$ cat config.mk
export PLATFORM = sky130hd
export DESIGN_NAME = riscv_fetch_stage_flat
export DESIGN_NICKNAME = d
export VERILOG_FILES = /design/src/rtl/riscv_fetch_pkg.sv /design/src/rtl/riscv_fetch_if.sv /design/src/rtl/fetch_fifo.sv /design/src/rtl/riscv_fetch_stage.sv /design/src/flat_wrapper.sv
export SDC_FILE = /design/constraint.sdc
export NUM_CORES = 1
export LEC_CHECK = 0
export CAP_MARGIN = 25
export CELL_PAD_IN_SITES_DETAIL_PLACEMENT = 1
export CELL_PAD_IN_SITES_GLOBAL_PLACEMENT = 1
export CORE_MARGIN = 2
export CORE_UTILIZATION = 41
export CTS_CLUSTER_DIAMETER = 80
export DETAILED_ROUTE_END_ITERATION = 6
export HOLD_SLACK_MARGIN = 0.06
export PLACE_DENSITY = 0.85
export SLEW_MARGIN = 10
export SYNTH_ARGS = -nofsm -noshare
export SYNTH_HDL_FRONTEND = slang
export SYNTH_SLANG_ARGS = --single-unit
export TNS_END_PERCENT = 50
$ cat constraint.sdc
create_clock -name clk -period 8.4 [get_ports clk]
set_input_delay 1.68 -clock clk [delete_from_list [all_inputs] [get_ports clk]]
set_output_delay 1.68 -clock clk [all_outputs]
set_load 0.05 [all_outputs]
$ cat src/rtl/riscv_fetch_pkg.sv
// Shared types for the riscv_cpu instruction-fetch stage: FSM states, the
// {pc, instr} entry buffered between IF and ID, and a word-align helper.
package riscv_fetch_pkg;

  localparam int unsigned XLEN = 32;

  typedef enum logic [1:0] {
    IDLE,
    FETCH,
    WAIT,
    DRAIN
  } fetch_state_t;

  typedef struct packed {
    logic [XLEN-1:0] pc;
    logic [XLEN-1:0] instr;
  } fetch_entry_t;

  function automatic logic [XLEN-1:0] word_align(input logic [XLEN-1:0] addr);
    return {addr[XLEN-1:2], 2'b00};
  endfunction

endpackage

$ cat src/rtl/riscv_fetch_if.sv
// IF-stage bus: instruction-memory req/rvalid handshake, EX/WB redirect and
// the valid/ready hand-off to ID. master = fetch stage, slave = environment.
interface riscv_fetch_if;
  import riscv_fetch_pkg::*;

  logic            imem_req;
  logic [XLEN-1:0] imem_addr;
  logic            imem_rvalid;
  logic [XLEN-1:0] imem_rdata;
  logic            redirect_valid;
  logic [XLEN-1:0] redirect_pc;
  logic            id_ready;
  logic            id_valid;
  logic [XLEN-1:0] id_instr;
  logic [XLEN-1:0] id_pc;

  modport master (
    output imem_req, imem_addr, id_valid, id_instr, id_pc,
    input  imem_rvalid, imem_rdata, redirect_valid, redirect_pc, id_ready
  );

  modport slave (
    input  imem_req, imem_addr, id_valid, id_instr, id_pc,
    output imem_rvalid, imem_rdata, redirect_valid, redirect_pc, id_ready
  );

endinterface

$ cat src/rtl/fetch_fifo.sv
// IF/ID buffer: power-of-2 deep FIFO of fetch_entry_t with push/pop/flush.
// Registered: a pushed entry becomes visible at head_o the following cycle.
module fetch_fifo
  import riscv_fetch_pkg::*;
#(
  parameter  int unsigned FIFO_DEPTH = 2,
  localparam int unsigned PTR_W      = $clog2(FIFO_DEPTH),
  localparam int unsigned CNT_W      = PTR_W + 1
) (
  input  logic             clk,
  input  logic             rst,
  input  logic             push_i,
  input  logic             pop_i,
  input  logic             flush_i,
  input  fetch_entry_t     data_i,
  output logic [CNT_W-1:0] count_o,
  output fetch_entry_t     head_o
);

  fetch_entry_t     mem_q [FIFO_DEPTH];
  logic [PTR_W-1:0] wr_ptr_q;
  logic [PTR_W-1:0] rd_ptr_q;
  logic [CNT_W-1:0] count_q;

  // NOTE: sequential state uses <= so every register samples pre-edge values.
  always_ff @(posedge clk or negedge rst) begin
    if (!rst) begin
      // NOTE: storage is reset as well so id_pc/id_instr read zero out of reset.
      for (int i = 0; i < FIFO_DEPTH; i++) mem_q[i] <= '0;
      wr_ptr_q <= '0;
      rd_ptr_q <= '0;
      count_q  <= '0;
    end else if (flush_i) begin
      wr_ptr_q <= '0;
      rd_ptr_q <= '0;
      count_q  <= '0;
    end else begin
      if (push_i) begin
        mem_q[wr_ptr_q] <= data_i;
        wr_ptr_q        <= wr_ptr_q + PTR_W'(1);
      end
      if (pop_i) rd_ptr_q <= rd_ptr_q + PTR_W'(1);
      count_q <= count_q + CNT_W'(push_i) - CNT_W'(pop_i);
    end
  end

  assign count_o = count_q;
  assign head_o  = mem_q[rd_ptr_q];

  // The fetch FSM only issues when a slot is guaranteed, so a full push is a bug.
  a_no_overflow: assert property (@(posedge clk) disable iff (!rst)
    (push_i && !flush_i) |-> (count_q < CNT_W'(FIFO_DEPTH) || pop_i));

endmodule

$ cat src/rtl/riscv_fetch_stage.sv
// IF stage: owns the PC, issues one-at-a-time word fetches, buffers responses
// for ID and handles redirects. `define RISCV_FETCH_PERF_EN adds perf counters.
module riscv_fetch_stage
  import riscv_fetch_pkg::*;
#(
  parameter logic [XLEN-1:0] RESET_PC   = '0,
  parameter int unsigned     FIFO_DEPTH = 2
) (
  input  logic               clk,
  input  logic               rst,
  riscv_fetch_if.master      bus
`ifdef RISCV_FETCH_PERF_EN
  ,
  output logic [31:0]        perf_stall_cnt,
  output logic [31:0]        perf_flush_cnt
`endif
);

  localparam int unsigned CNT_W = $clog2(FIFO_DEPTH) + 1;

  fetch_state_t     state_q;
  logic [XLEN-1:0]  pc_q;
  logic [XLEN-1:0]  inflight_pc_q;
  logic [CNT_W-1:0] count;
  logic [CNT_W-1:0] count_next;
  fetch_entry_t     head;
  fetch_entry_t     push_entry;
  logic             id_valid;
  logic             push;
  logic             pop;
  logic             space;
  logic             issue;

  assign id_valid   = (count != '0);
  assign pop        = id_valid && bus.id_ready && !bus.redirect_valid;
  assign push       = (state_q == WAIT) && bus.imem_rvalid && !bus.redirect_valid;
  assign push_entry = '{pc: inflight_pc_q, instr: bus.imem_rdata};

  // Space looks at the occupancy after this cycle, so a same-cycle pop frees a slot.
  always_comb begin
    // NOTE: every output gets a default first so no path infers a latch.
    count_next = count + CNT_W'(push) - CNT_W'(pop);
    space      = (count_next < CNT_W'(FIFO_DEPTH));
    issue      = 1'b0;
    if (!bus.redirect_valid) begin
      unique case (state_q)
        FETCH:   issue = space;
        WAIT:    issue = bus.imem_rvalid && space;
        default: issue = 1'b0;
      endcase
    end
  end

  always_ff @(posedge clk or negedge rst) begin
    if (!rst) begin
      state_q       <= IDLE;
      pc_q          <= RESET_PC;
      inflight_pc_q <= RESET_PC;
    end else begin
      if (bus.redirect_valid) begin
        pc_q <= word_align(bus.redirect_pc);
      end else if (issue) begin
        pc_q          <= pc_q + XLEN'(4);
        inflight_pc_q <= pc_q;
      end
      unique case (state_q)
        IDLE:  state_q <= FETCH;
        FETCH: if (issue) state_q <= WAIT;
        WAIT: begin
          // A redirect with no response yet leaves a stale word in flight.
          if (bus.redirect_valid)   state_q <= bus.imem_rvalid ? FETCH : DRAIN;
          else if (bus.imem_rvalid) state_q <= issue ? WAIT : FETCH;
        end
        DRAIN: if (bus.imem_rvalid) state_q <= FETCH;
        default: state_q <= IDLE;
      endcase
    end
  end

  fetch_fifo #(.FIFO_DEPTH(FIFO_DEPTH)) u_fifo (
    .clk     (clk),
    .rst     (rst),
    .push_i  (push),
    .pop_i   (pop),
    .flush_i (bus.redirect_valid),
    .data_i  (push_entry),
    .count_o (count),
    .head_o  (head)
  );

  assign bus.imem_req  = issue;
  assign bus.imem_addr = pc_q;
  assign bus.id_valid  = id_valid;
  assign bus.id_instr  = head.instr;
  assign bus.id_pc     = head.pc;

`ifdef RISCV_FETCH_PERF_EN
  logic [31:0] stall_cnt_q;
  logic [31:0] flush_cnt_q;

  always_ff @(posedge clk or negedge rst) begin
    if (!rst) begin
      stall_cnt_q <= '0;
      flush_cnt_q <= '0;
    end else begin
      if (id_valid && !bus.id_ready && stall_cnt_q != '1) stall_cnt_q <= stall_cnt_q + 32'd1;
      if (bus.redirect_valid && flush_cnt_q != '1)        flush_cnt_q <= flush_cnt_q + 32'd1;
    end
  end

  assign perf_stall_cnt = stall_cnt_q;
  assign perf_flush_cnt = flush_cnt_q;
`endif

endmodule
$ cat src/flat_wrapper.sv
// flat-port wrapper written by rule: the top's interface ports become plain ports
module riscv_fetch_stage_flat import riscv_fetch_pkg::*;
#(
  parameter logic [XLEN-1:0] RESET_PC   = '0,
  parameter int unsigned     FIFO_DEPTH = 2
)
  (clk, rst, bus_imem_req, bus_imem_addr, bus_id_valid, bus_id_instr, bus_id_pc, bus_imem_rvalid, bus_imem_rdata, bus_redirect_valid, bus_redirect_pc, bus_id_ready);
  riscv_fetch_if bus_i ();
  input  logic clk;
  input  logic rst;
  output wire logic [$bits(bus_i.imem_req)-1:0] bus_imem_req;
  output wire logic [$bits(bus_i.imem_addr)-1:0] bus_imem_addr;
  output wire logic [$bits(bus_i.id_valid)-1:0] bus_id_valid;
  output wire logic [$bits(bus_i.id_instr)-1:0] bus_id_instr;
  output wire logic [$bits(bus_i.id_pc)-1:0] bus_id_pc;
  input wire logic [$bits(bus_i.imem_rvalid)-1:0] bus_imem_rvalid;
  input wire logic [$bits(bus_i.imem_rdata)-1:0] bus_imem_rdata;
  input wire logic [$bits(bus_i.redirect_valid)-1:0] bus_redirect_valid;
  input wire logic [$bits(bus_i.redirect_pc)-1:0] bus_redirect_pc;
  input wire logic [$bits(bus_i.id_ready)-1:0] bus_id_ready;
  assign bus_imem_req = bus_i.imem_req;
  assign bus_imem_addr = bus_i.imem_addr;
  assign bus_id_valid = bus_i.id_valid;
  assign bus_id_instr = bus_i.id_instr;
  assign bus_id_pc = bus_i.id_pc;
  assign bus_i.imem_rvalid = bus_imem_rvalid;
  assign bus_i.imem_rdata = bus_imem_rdata;
  assign bus_i.redirect_valid = bus_redirect_valid;
  assign bus_i.redirect_pc = bus_redirect_pc;
  assign bus_i.id_ready = bus_id_ready;
  riscv_fetch_stage #(.RESET_PC(RESET_PC), .FIFO_DEPTH(FIFO_DEPTH)) u_core (.clk(clk), .rst(rst), .bus(bus_i));
endmodule
# After elaboration in Yosys (flattened, before gate mapping)

Cells that the tools add are included.

Input port bits: 69
Bits in registers: 198
Word-level logic and storage cells: 65
Output and inout bits: 98

Reductions and logical operators: 15
Order comparisons: 4
$add $sub $neg: 5
Bitwise operators: 3
Equal/unequal tests: 6
Muxes and demuxes: 22

Operators by type and width:

| kind                  | count |
|---|---|
| $mux 64               | 4 |
| $bwmux 128            | 1 |
| $demux 64 s1          | 1 |
| $mux 32               | 2 |
| $add 32x3->32 const B | 1 |
| $mux 2                | 7 |
| $pmux 2 s4            | 1 |
| $reduce_bool 2->1     | 4 |
| $logic_and 1x1->1     | 6 |
| $mux 1                | 5 |
| $eq 2x2->1 const B    | 2 |
| $ge 2x2->1 const B    | 2 |
| $not 1->2             | 2 |
| $reduce_and 2->1      | 2 |
| $ne 3x3->1 const B    | 1 |
| $reduce_and 3->1      | 1 |
| $add 1x1->1 const B   | 2 |
| $add 2x1->2           | 1 |
| $eq 2x1->1 const B    | 1 |
| $logic_not 2->1       | 1 |
| $lt 2x1->1 const B    | 1 |
| $lt 2x2->1 const B    | 1 |
| $ne 2x1->1 const B    | 1 |
| $ne 2x2->1 const B    | 1 |
| other kinds (4)       | 4 |

# Depth between registers and ports, before layout

Depth after elaboration: 13
Mapped depth: 13
Mapped depth without buffers: 11

# Modules after synthesis

From an unflattened synthesis, not the netlist that was laid out.

Cells, all modules: 660
Area, all modules: 9276.4 µm²

By module, submodules not included:

| module            | times used | area each (µm²) | cells an instance | seq. area each (µm²) |
|---|---|---|---|---|
| fetch_fifo        | 1          | 6048.3          | 358               | 3303.2 |
| riscv_fetch_stage | 1          | 3228.1          | 302               | 1551.5 |

# Worst setup path before layout

OpenSTA, ideal clock, no wires.

Kind: input -> output
Start: in bus_redirect_valid
End: out bus_imem_req
Cell stages on the path: 12
Setup slack: 2.111 ns
Required time: 6.720 ns
Arrival: 4.609 ns
Path buffers: 5
Cells stage by stage: clkbuf_1 -> clkbuf_1 -> clkbuf_1 -> nor2_1 -> ha_1 -> inv_1 -> ha_1 -> xor3_2 -> or4_2 -> buf_2 -> clkbuf_1 -> inv_1

Cells in the longest elaborated chain, start to end: 8
Elaborated cells between the ends (all ways): 9
Classes of those cells: add/sub: 2; order compare: 1; mux: 2; reduce/logical: 4

Ends and longest elaborated chain:

| what              | RTL line                                         | RTL |
|---|---|---|
| start, declared   | flat_wrapper.sv:18                               | `input wire logic [$bits(bus_i.redirect_valid)-1:0] bus_redirect_valid;` |
| $logic_not 1->1   | riscv_fetch_stage.sv:35, riscv_fetch_stage.sv:36 |  |
| $logic_and 1x1->1 | riscv_fetch_stage.sv:36                          | `assign push = (state_q == WAIT) && bus.imem_rvalid && !bus.redirect_valid;` |
| $add 2x1->2       | riscv_fetch_stage.sv:42                          | `count_next = count + CNT_W'(push) - CNT_W'(pop);` |
| $sub 2x1->2       | riscv_fetch_stage.sv:42                          |  |
| $lt 2x2->1        | riscv_fetch_stage.sv:43                          | `space = (count_next < CNT_W'(FIFO_DEPTH));` |
| $logic_and 1x1->1 | riscv_fetch_stage.sv:48                          | `WAIT: issue = bus.imem_rvalid && space;` |
| $pmux 1 s2        | riscv_fetch_stage.sv:46                          | `unique case (state_q)` |
| $mux 1 (*)        | riscv_fetch_stage.sv:45                          | `if (!bus.redirect_valid) begin` |
| end, declared     | flat_wrapper.sv:11                               | `output wire logic [$bits(bus_i.imem_req)-1:0] bus_imem_req;` |

Every way passes the cells marked *; elsewhere a longest branch is shown, timed or not.

# Worst setup path after layout

Start: in bus_imem_rvalid
End: out bus_imem_req

Cells in the longest elaborated chain, start to end: 8

Ends and longest elaborated chain:

| what                           | RTL line                | RTL |
|---|---|---|
| start, declared                | flat_wrapper.sv:16      | `input wire logic [$bits(bus_i.imem_rvalid)-1:0] bus_imem_rvalid;` |
| $logic_and 1x1->1 (2 in a row) | riscv_fetch_stage.sv:36 |  |
| $add 2x1->2                    | riscv_fetch_stage.sv:42 |  |
| $sub 2x1->2                    | riscv_fetch_stage.sv:42 |  |
| $lt 2x2->1                     | riscv_fetch_stage.sv:43 |  |
| $logic_and 1x1->1              | riscv_fetch_stage.sv:48 |  |
| $pmux 1 s2 (*)                 | riscv_fetch_stage.sv:46 |  |
| $mux 1 (*)                     | riscv_fetch_stage.sv:45 |  |

Marked as above.

==> flow_summary_export.csv <==
group,metric,value,unit
floorplan,die_area,0.02249,sq mm
power,finalPower,0.003751,W
yosys,synthArstFlopShare,100.0,%
worst_setup_path,worstSetupStartpointType,"input port",
final_layout,area_delta_synth_final,27.60,%
floorplan,die_y,150.0,um
place,dp_hpwl,14.91,mm
cts,insertion_delay,430,ps
worst_setup_path,worstPathRequired,6720,ps
worst_setup_path,end_kind,"primary output",
final_layout,final_nets,909,
yosys,ys_ff_latch,190,
final_layout,antenna_cells,0,
timing,max_clock_freq,0.1489,GHz
grt,grt_max_degree,83,
detailed_routing,wl_per_cell,19.36,um
timing,slew_headroom,37.13,%
detailed_routing,totalWireLength,21.72,mm
timing,rsz0062_at_grt,"no",
yosys,synthDominantCellAreaShare,54.43,%
outcome,status,"completed",
floorplan,rows,53,
grt,gr-total-overflow,0,
cts,cts_hold_buf,0,
yosys,synthFlopType,"dfrtp_1",
final_layout,drive_gt1_share,29.75,%
power,cellLeakagePower,4.947,nW
yosys,ys_seq_area_share,54.43,%
detailed_routing,drtIter0Drc,301,
grt,grt_use_total,19.94,%
cts,numCtsBuffers,17,
cts,cts_root_buf,"clkbuf_16",
worst_setup_path,cp_cell_sequence,"clkdlybuf4s50_1, nand2_1, ha_1, inv_1, ha_1, xor3_2, or4_2, inv_1, clkdlybuf4s50_1",
floorplan,boundaryPins,167,
detailed_routing,drtPass1Iterations,4,
final_layout,fin_util,53.19,%
timing,finalSetupTns,0,ps
timing,post-route-min-period,6718,ps
worst_setup_path,cp_top_family,"buffers and inverters",
cts,cts_tree,"done",
detailed_routing,drcViolationCount,0,
yosys,yosysTopAreaCell,"dfrtp_1",
detailed_routing,ant_nets,0,
cts,post_cts_resized,0,
worst_setup_path,crit_type,"in2out",
timing,min_period_over_period,79.97,%
yosys,ys_types,44,
timing,setup_viol,0,
power,ir_drop,0.1571,mV
timing,slew_viol_final,0,
detailed_routing,vias,6079,
power,cellPowerDensity,336.5,mW/mm^2
final_layout,layout.cells.most_common_list,"mux2_2 (203), dfrtp_1 (189), clkdlybuf4s50_1 (158), nand2_1 (37), nor2_1 (31)",
yosys,synth_area_leaders,"dfrtp_1 (54%), mux2_2 (26%), nand2_1 (1.6%), clkbuf_1 (1.4%), nor2_1 (1.4%)",
grt,grt_pass1_vias,6549,
place,post-place-ws,1717,ps
yosys,syn_area,0.008736,sq mm
grt,grt_pass1_wl,34.89,mm
worst_setup_path,cp_data_arrival_time,5040,ps
place,portBuffers,160,
final_layout,mostFrequentLayoutCell,"mux2_2",
hold_path,hold_path.class,"reg2reg",
cts,clk_pin_slew,70,ps
yosys,yosys_warnings,0,
floorplan,start_util,41.69,%
yosys,avgSynthCellArea,12.68,sq um
timing,hold_violations,0,
floorplan,die_w,150.0,um
timing,fin_worst_skew,7.603,ps
cts,cts_setup_buffers,0,
detailed_routing,viasPerCell,5.418,
cts,htree_levels,4,
cts,cts.path.max_buffers,2,
yosys,synth_edf_count,0,
cts,cts.sinks,190,
timing,layout_setup_ws,1682,ps
flow_run,max-cap-violations,0,
worst_setup_path,path_max_fanout,9,
worst_setup_path,cp_num_buf_inv,4,
floorplan,coreArea,0.02096,sq mm
grt,antenna_found_initial,0,
worst_setup_path,slowest_delay,800,ps
worst_setup_path,slowest_stage,"clkdlybuf4s50_1",
timing,worst_pin_slew,943.1,ps
yosys,synthCells,689,
place,gp_congestion,0.7628,
[layer usage]
layer	GRT usage, %	routed length (um)	vias to the layer above
met5	0	0	-
met4	5.708	343	0
met3	4.024	1059	20
met2	33.11	10420	161
met1	26.55	9893	3117
li1	-	-	2781
[synthesized netlist by cell type, drive strengths merged (2+ instances only)]
library cell,number
mux2,203
dfrtp,190
nand2,37
clkbuf,32
nor2,32
o21ai,22
nand3,18
inv,17
nand4,14
or4,14
buf,13
a31oi,11
o31ai,10
nor4,8
a311o,6
and4,6
ha,6
xnor2,5
a211o,4
and3,4
nor3,4
a21oi,3
mux2i,3
nand4b,3
nor2b,3
or3,3
a311oi,2
o31a,2
xor2,2
[power by group]
part           internal [W]  leakage, nW  total, W  switching (W)
Combinational      0.000663         2.23   0.00163       0.000963
Clock              0.000390        0.270  0.000764       0.000375
Sequential          0.00118         2.45   0.00136       0.000180
Total               0.00223         4.95   0.00375        0.00152
[cells by family after synthesis]
group / Yosys count / synth area share [%]
other: 1 / 0.04293
buffers and inverters: 63 / 2.979
AO/OA/AOI/OAI: 64 / 4.941
adder cells (fa/ha/maj): 6 / 0.8593
XOR/XNOR: 9 / 1.289
multiplexers: 206 / 26.51
flip-flops: 190 / 54.43
AND/OR/NAND/NOR: 150 / 8.952
[area by class of cell]
cell class,instances,area [sq um]
clock buffer,17,425.4
clock inverter,15,128.9
fill,2181,9808
inverter,18,67.56
multi-input combinational,439,3752
sequential,190,4756
tap,275,344.1
timing repair buffer,168,1673
[state kept, by name (all words and copies together), names as in the netlist]
signal / count
u_core.bus.imem_addr: 30
u_core.inflight_pc_q: 30
u_core.u_fifo.wr_ptr_q: 1
u_core.u_fifo.mem_q: 124
u_core.u_fifo.rd_ptr_q: 1
u_core.u_fifo.count_o: 2
u_core.state_q: 2
[metrics by stage]
stage	hold WS (ps)	std cells	cell area, sq um
after floorplan	462.1	692	8747
after global placement	479.8	1089	10570
after detailed placement	487.2	1090	10590
after CTS	505.0	1122	11150
after global routing	515.1	1122	11150
final	503.8	1122	11150
[worst paths after layout]
| check | startpoint | end | slack, ps | depth (start not counted) |
|---|---|---|---|---|
| max | bus_imem_rvalid | bus_imem_req | 1680 | 9 |
| min | u_core.u_fifo.mem_q[21] | u_core.u_fifo.mem_q[21] | 500 | 1 |
| max reg2reg | u_core.state_q[0] | u_core.bus.imem_addr[20] | 4720 | 11 |
| min reg2reg | u_core.u_fifo.mem_q[21] | u_core.u_fifo.mem_q[21] | 500 | 1 |
| max in group asynchronous | rst | u_core.u_fifo.mem_q[46] | 5820 | 2 |
| min in group asynchronous | rst | u_core.u_fifo.mem_q[29] | 1290 | 1 |
Note: power is estimated with default switching activity, not from simulation.
==> RTL edit 1 (config.mk and constraints unchanged) <==
Re-encode `fetch_state_t` (4 states) as Gray code, 2 bits wide.
--- a/src/rtl/riscv_fetch_pkg.sv
+++ b/src/rtl/riscv_fetch_pkg.sv
@@ -5,10 +5,10 @@
   localparam int unsigned XLEN = 32;
 
   typedef enum logic [1:0] {
-    IDLE,
-    FETCH,
-    WAIT,
-    DRAIN
+    IDLE  = 2'b00,
+    FETCH = 2'b01,
+    WAIT  = 2'b11,
+    DRAIN = 2'b10
   } fetch_state_t;
 
   typedef struct packed {
Function: same outputs for any inputs over 4 cycles, from zero or initial values and one cycle with rst low; so few cycles prove little.
==> RTL edit 1 against the unedited design <==
Critical path type unchanged; critical path depth is 2 higher; core utilization up 0.81 points; area after synthesis shrank 2.8%; worst setup slack improved by 0.0041 ns; non-clock buffer count is 2 lower; cell area down 1.7%; first-iteration DRC count down 51%; wire length is 2.8% lower; critical endpoint unchanged; count of clock-buffer cells in the layout increased by 2; sequential cell count unchanged; largest cell class unchanged; total power rose by 9.7%.
==> RTL edit 1: results (changes against the unedited design) <==
- Critical path peak fanout: 18 (was 9)
- Insertion delay to the later sink of the worst-skew pair: 0.43 ns (about the same)
- Buffers on Ports: 160 (unchanged)
- Most common cell after layout, fill and taps aside: mux2_2 (unchanged)
- Number of H-tree levels: 4 (unchanged)
- Num CTS Buffers: 17 (unchanged)
- Syn. warnings: 0 (unchanged)
- Hpwl dp: 14.3 mm (was 14.9 mm)
- Via/cell ratio: 5.18 (was 5.42)
- LEAKAGE: 4.63 nW (was 4.95 nW)
- Final WL: 21.1 mm (was 21.7 mm)
- ANT cells: 0 (unchanged)
- Max incr delay on CP: 0.82 ns (was 0.80 ns)
- Skew final: 0.0120 ns (was 0.00760 ns)
- CP arrival: 5.03 ns (was 5.04 ns)
- # nets final: 851 (was 909)
- GR Util All Layers: 19.9% (about the same)
- Top cells by count, synth: mux2_2 (219), dfrtp_1 (190), nand2_1 (42), o21ai_0 (27) (was mux2_2 (203), dfrtp_1 (190), nand2_1 (37), clkbuf_1 (32), nor2_1 (32))
- Status: complete, no violations (unchanged)
- Adder-Cell Fraction of Synth Area: 0.442% (was 0.859%)
- Unique masters post-synth: 41 (was 44)
- Placer Congestion: 0.790 (was 0.763)
- Sequential share of the synthesized area: 56.0% (was 54.4%)
- Drt pass-1 iters: 4 (unchanged)
- Reg clk slew, reported paths: 0.07 ns (about the same)
- Mux cell area share after synthesis: 29.3% (was 26.5%)
- CP max stage cell: clkdlybuf4s50_1 (unchanged)
- Final TNS setup: 0 ns (unchanged)
- Share of cells above drive strength 1: 34.6% (was 29.8%)
- Relative slew slack: 34.3% (was 37.1%)
- Compound-Gate Fraction of Synth Area: 1.78% (was 4.94%)
- Largest net degree at the start of global routing: 125 (was 83)
- Pre-CTS setup slack: 1.72 ns (about the same)
- Post-Synth XOR/XNOR Area: 3.26% (was 1.29%)
- Post-CTS sizing: 0 (unchanged)
- Initial DRC count: 146 (was 301)
- Number of global-route vias before repair: 6359 (was 6549)
- First-pass GRT wire length: 34.1 mm (was 34.9 mm)
- VDD IR max: 0.153 mV (was 0.157 mV)
- Post-synth ARST share: 100% (unchanged)
- Most flops, register: u_core.u_fifo.mem_q (unchanged)
- Synth top area cells: dfrtp_1 (56%), mux2_2 (29%), xnor2_1 (2.3%) (was dfrtp_1 (54%), mux2_2 (26%), nand2_1 (1.6%))
==> RTL edit 1: changes by cell type after synthesis, sizes merged, moves of 7 or more <==
cell | before | now
nand4 | 14 | 7
nor2 | 32 | 11
xnor2 | 5 | 22
a31oi | 11 | 0
or4 | 14 | 2
o31ai | 10 | 0
mux2 | 203 | 219
inv | 17 | 7
nand3 | 18 | 10
clkbuf | 32 | 23
==> RTL edit 1: cell families after synthesis <==
group / count (synthesis)
flops: 190
fa+ha+maj: 3
simple gates: 110
mux: 221
buf+inv: 43
compound gates: 29
xor+xnor: 30
other cells: 1
==> RTL edit 1: metrics by stage <==
step	util, %	cell area [um2]	cells	hold WS (ns)
after floorplan	-	8500	630	0.474
after global placement	50.9	10300	1029	0.481
after detailed placement	50.9	10300	1029	0.490
after CTS	53.9	10900	1061	0.507
after global routing	54.0	11000	1062	0.518
final	54.0	11000	1062	0.505
==> RTL edit 1: area by class of cell <==
class,count,area [um2]
Sequential cell,190,4760
Multi-Input combinational cell,397,3570
Inverter,7,26.3
Fill cell,2033,9340
Tap cell,270,338
Clock buffer,19,453
Timing Repair Buffer,166,1670
Clock inverter,13,158
==> RTL edit 1: worst paths after layout <==
kind | startpoint | endpoint | slack [ns] | cells after the start
worst max-delay path | bus_imem_rvalid | bus_imem_req | 1.69 | 11
worst min-delay path | u_core.u_fifo.mem_q[34] | u_core.u_fifo.mem_q[34] | 0.50 | 1
worst max register to register | u_core.state_q[0] | u_core.inflight_pc_q[10] | 4.93 | 11
worst min register to register | u_core.u_fifo.mem_q[34] | u_core.u_fifo.mem_q[34] | 0.50 | 1
max in group asynchronous | rst | u_core.u_fifo.mem_q[50] | 5.58 | 3
min in group asynchronous | rst | u_core.u_fifo.mem_q[71] | 1.20 | 1
==> RTL edit 1: routing by layer <==
| metal | global-route usage (%) | part of all wire (%) |
|---|---|---|
| met5 | 0 | 0 |
| met4 | 4.76 | 0.85 |
| met3 | 3.55 | 3.1 |
| met2 | 36.5 | 54 |
| met1 | 24.4 | 42 |
==> RTL edit 1: power breakdown <==
group	switching (mW)	internal [mW]
sequential	0.228	1.27
clock	0.362	0.462
combinational	1.03	0.766
==> RTL edit 2 (config.mk and constraints unchanged) <==
Without the edit above. The package constant `XLEN` goes from 32 to 24.
--- a/src/rtl/riscv_fetch_pkg.sv
+++ b/src/rtl/riscv_fetch_pkg.sv
@@ -2,7 +2,7 @@
 // {pc, instr} entry buffered between IF and ID, and a word-align helper.
 package riscv_fetch_pkg;
 
-  localparam int unsigned XLEN = 32;
+  localparam int unsigned XLEN = 24;
 
   typedef enum logic [1:0] {
     IDLE,
Ports: changed (5 resized); port bits go from 167 to 127. The function was not compared with the original's and may differ.
==> RTL edit 2 against the unedited design <==
Area after synthesis is 26% lower; largest cell class unchanged; sequential share of layout area is 1.2 points lower; largest power group unchanged; sequential cell count is 48 lower; total power is 24% lower; critical path type unchanged; highest routed layer unchanged; cell area is 23% lower; register-to-register slack worse by 0.34 ns; wire length is 21% lower; combinational power is 36% lower; first-iteration DRC count is 23% lower; worst setup slack worse by 0.041 ns.
==> RTL edit 2: results (changes against the unedited design) <==
- Drt pass-1 iters: 5 (was 4)
- Sw Share: 36.4% (was 40.5%)
- CP arrival: 5.08 ns (was 5.04 ns)
- Top cells by count, synth: mux2_2 (161), dfrtp_1 (142), nor2_1 (21), clkbuf_1 (17) (was mux2_2 (203), dfrtp_1 (190), nand2_1 (37), clkbuf_1 (32), nor2_1 (32))
- CP max stage cell: clkdlybuf4s50_1 (unchanged)
- Largest net degree at the start of global routing: 77 (was 83)
- Max reg flops: 92 (was 124)
- Post-CTS sizing: 0 (unchanged)
- Metal2 WL: 8.79 mm (was 10.4 mm)
- VDD IR max: 0.173 mV (was 0.157 mV)
- # nets final: 668 (was 909)
- DR top layer: met4 (unchanged)
- Hpwl dp: 11.0 mm (was 14.9 mm)
- Status: complete, no violations (unchanged)
- DRC: 0 (unchanged)
- Initial DRC count: 233 (was 301)
- Unique masters post-synth: 37 (was 44)
- Met1 Wirelength: 7.32 mm (was 9.89 mm)
- Skew final: 0.00702 ns (was 0.00760 ns)
- Sequential share of the synthesized area: 54.8% (was 54.4%)
- Number of global-route vias before repair: 5034 (was 6549)
- GR Util All Layers: 21.5% (was 19.9%)
- Via Count: 4513 (was 6079)
- Area after DPL: 0.00790 mm2 (was 0.0106 mm2)
- Wire per inst: 20.6 um (was 19.4 um)
- LEAKAGE: 3.79 nW (was 4.95 nW)
- ANT cells: 0 (unchanged)
- Post-synth ARST share: 100% (unchanged)
- Initial antenna violation count: 0 (unchanged)
- Relative slew slack: 40.0% (was 37.1%)
- Worst min path class: reg -> reg (unchanged)
- Met3 WL: 739 um (was 1.06 mm)
- Critical path peak fanout: 25 (was 9)
- Buffers on Ports: 120 (was 160)
- Setup Buffers After CTS: 0 (unchanged)
- Placer Congestion: 0.807 (was 0.763)
- WHS Path Cells: 1 (unchanged)
- First-pass GRT wire length: 27.3 mm (was 34.9 mm)
- Worst r2r path cells: 11 (unchanged)
- Reg clk slew, reported paths: around 0.06 ns
- Max incr delay on CP: 0.88 ns (was 0.80 ns)
- Share of cells above drive strength 1: 33.0% (was 29.8%)
- Synth top area cells: dfrtp_1 (55%), mux2_2 (28%), a31oi_1 (1.5%) (was dfrtp_1 (54%), mux2_2 (26%), nand2_1 (1.6%))
## RTL edit 2: cell types whose count changed after synthesis, sizes merged, moves of 5 or more
cell    delta
nand4      -9
nor2      -11
inv       -10
or3        +6
a31oi      +5
dfrtp     -48
clkbuf    -15
nand2     -21
o21ai      -7
nand3     -10
or4        -5
a311o      -6
mux2      -42
nor4       -6
## RTL edit 2: worst paths after layout
kind | startpoint | endpoint | slack (ns)
hold reg to reg | u_core.u_fifo.mem_q[38] | u_core.u_fifo.mem_q[38] | 0.50
setup / recovery | bus_redirect_valid | bus_imem_req | 1.64
max in group asynchronous | rst | u_core.bus.imem_addr[23] | 5.97
setup reg to reg | u_core.state_q[0] | u_core.bus.imem_addr[20] | 4.38
hold / removal | u_core.u_fifo.mem_q[38] | u_core.u_fifo.mem_q[38] | 0.50
min in group asynchronous | rst | u_core.u_fifo.mem_q[5] | 1.24
## RTL edit 2: per-stage QoR
| stage | hold WS (ns) | worst slack [ns] | cells | utilization, % |
|---|---|---|---|---|
| 2_1_floorplan | 0.474 | 2.86 | 494 | - |
| 3_3_place_gp | 0.481 | 1.87 | 799 | 51.4 |
| 3_5_place_dp | 0.489 | 1.75 | 800 | 51.6 |
| 4_1_cts | 0.502 | 1.66 | 832 | 55.8 |
| 5_1_grt | 0.517 | 1.54 | 833 | 55.9 |
| 6_report | 0.499 | 1.64 | 833 | 55.9 |
## RTL edit 2: power by group through the flow
stage,logic [mW],registers (mW),clock network [mW]
after floorplan,0.677,0.987,0
after global placement,1.00,0.970,0
after detailed placement,1.04,0.993,0
after CTS,1.06,0.988,0.838
after global routing,1.10,1.01,0.871
final,1.05,0.988,0.825
## RTL edit 2: cell type report
cell class / instances / area (um2)
Timing Repair Buffer: 127 / 1280
Clock inverter: 11 / 188
Clock buffer: 21 / 460
Multi-Input combinational cell: 314 / 2790
Inverter: 7 / 26.3
Sequential cell: 142 / 3550
Fill cell: 1531 / 6750
Tap cell: 211 / 264
## RTL edit 2: cell families after synthesis
logic type / Yosys count / share of synthesized area [%]
and+or+nand+nor: 87 / 7.15
other: 1 / 0.0578
DFF: 142 / 54.8
xor gates and xnor gates: 9 / 1.66
buffers and inverters: 38 / 2.70
AOI/OAI and AO/OA: 46 / 4.43
adders and majority gates: 6 / 1.16
muxes: 162 / 28.1
## RTL edit 2: per-layer routing
metal,up-vias,track usage (%)
met5,-,0
met4,0,7.65
met3,32,5.08
met2,135,37.0
met1,2321,26.5
li1,2025,-
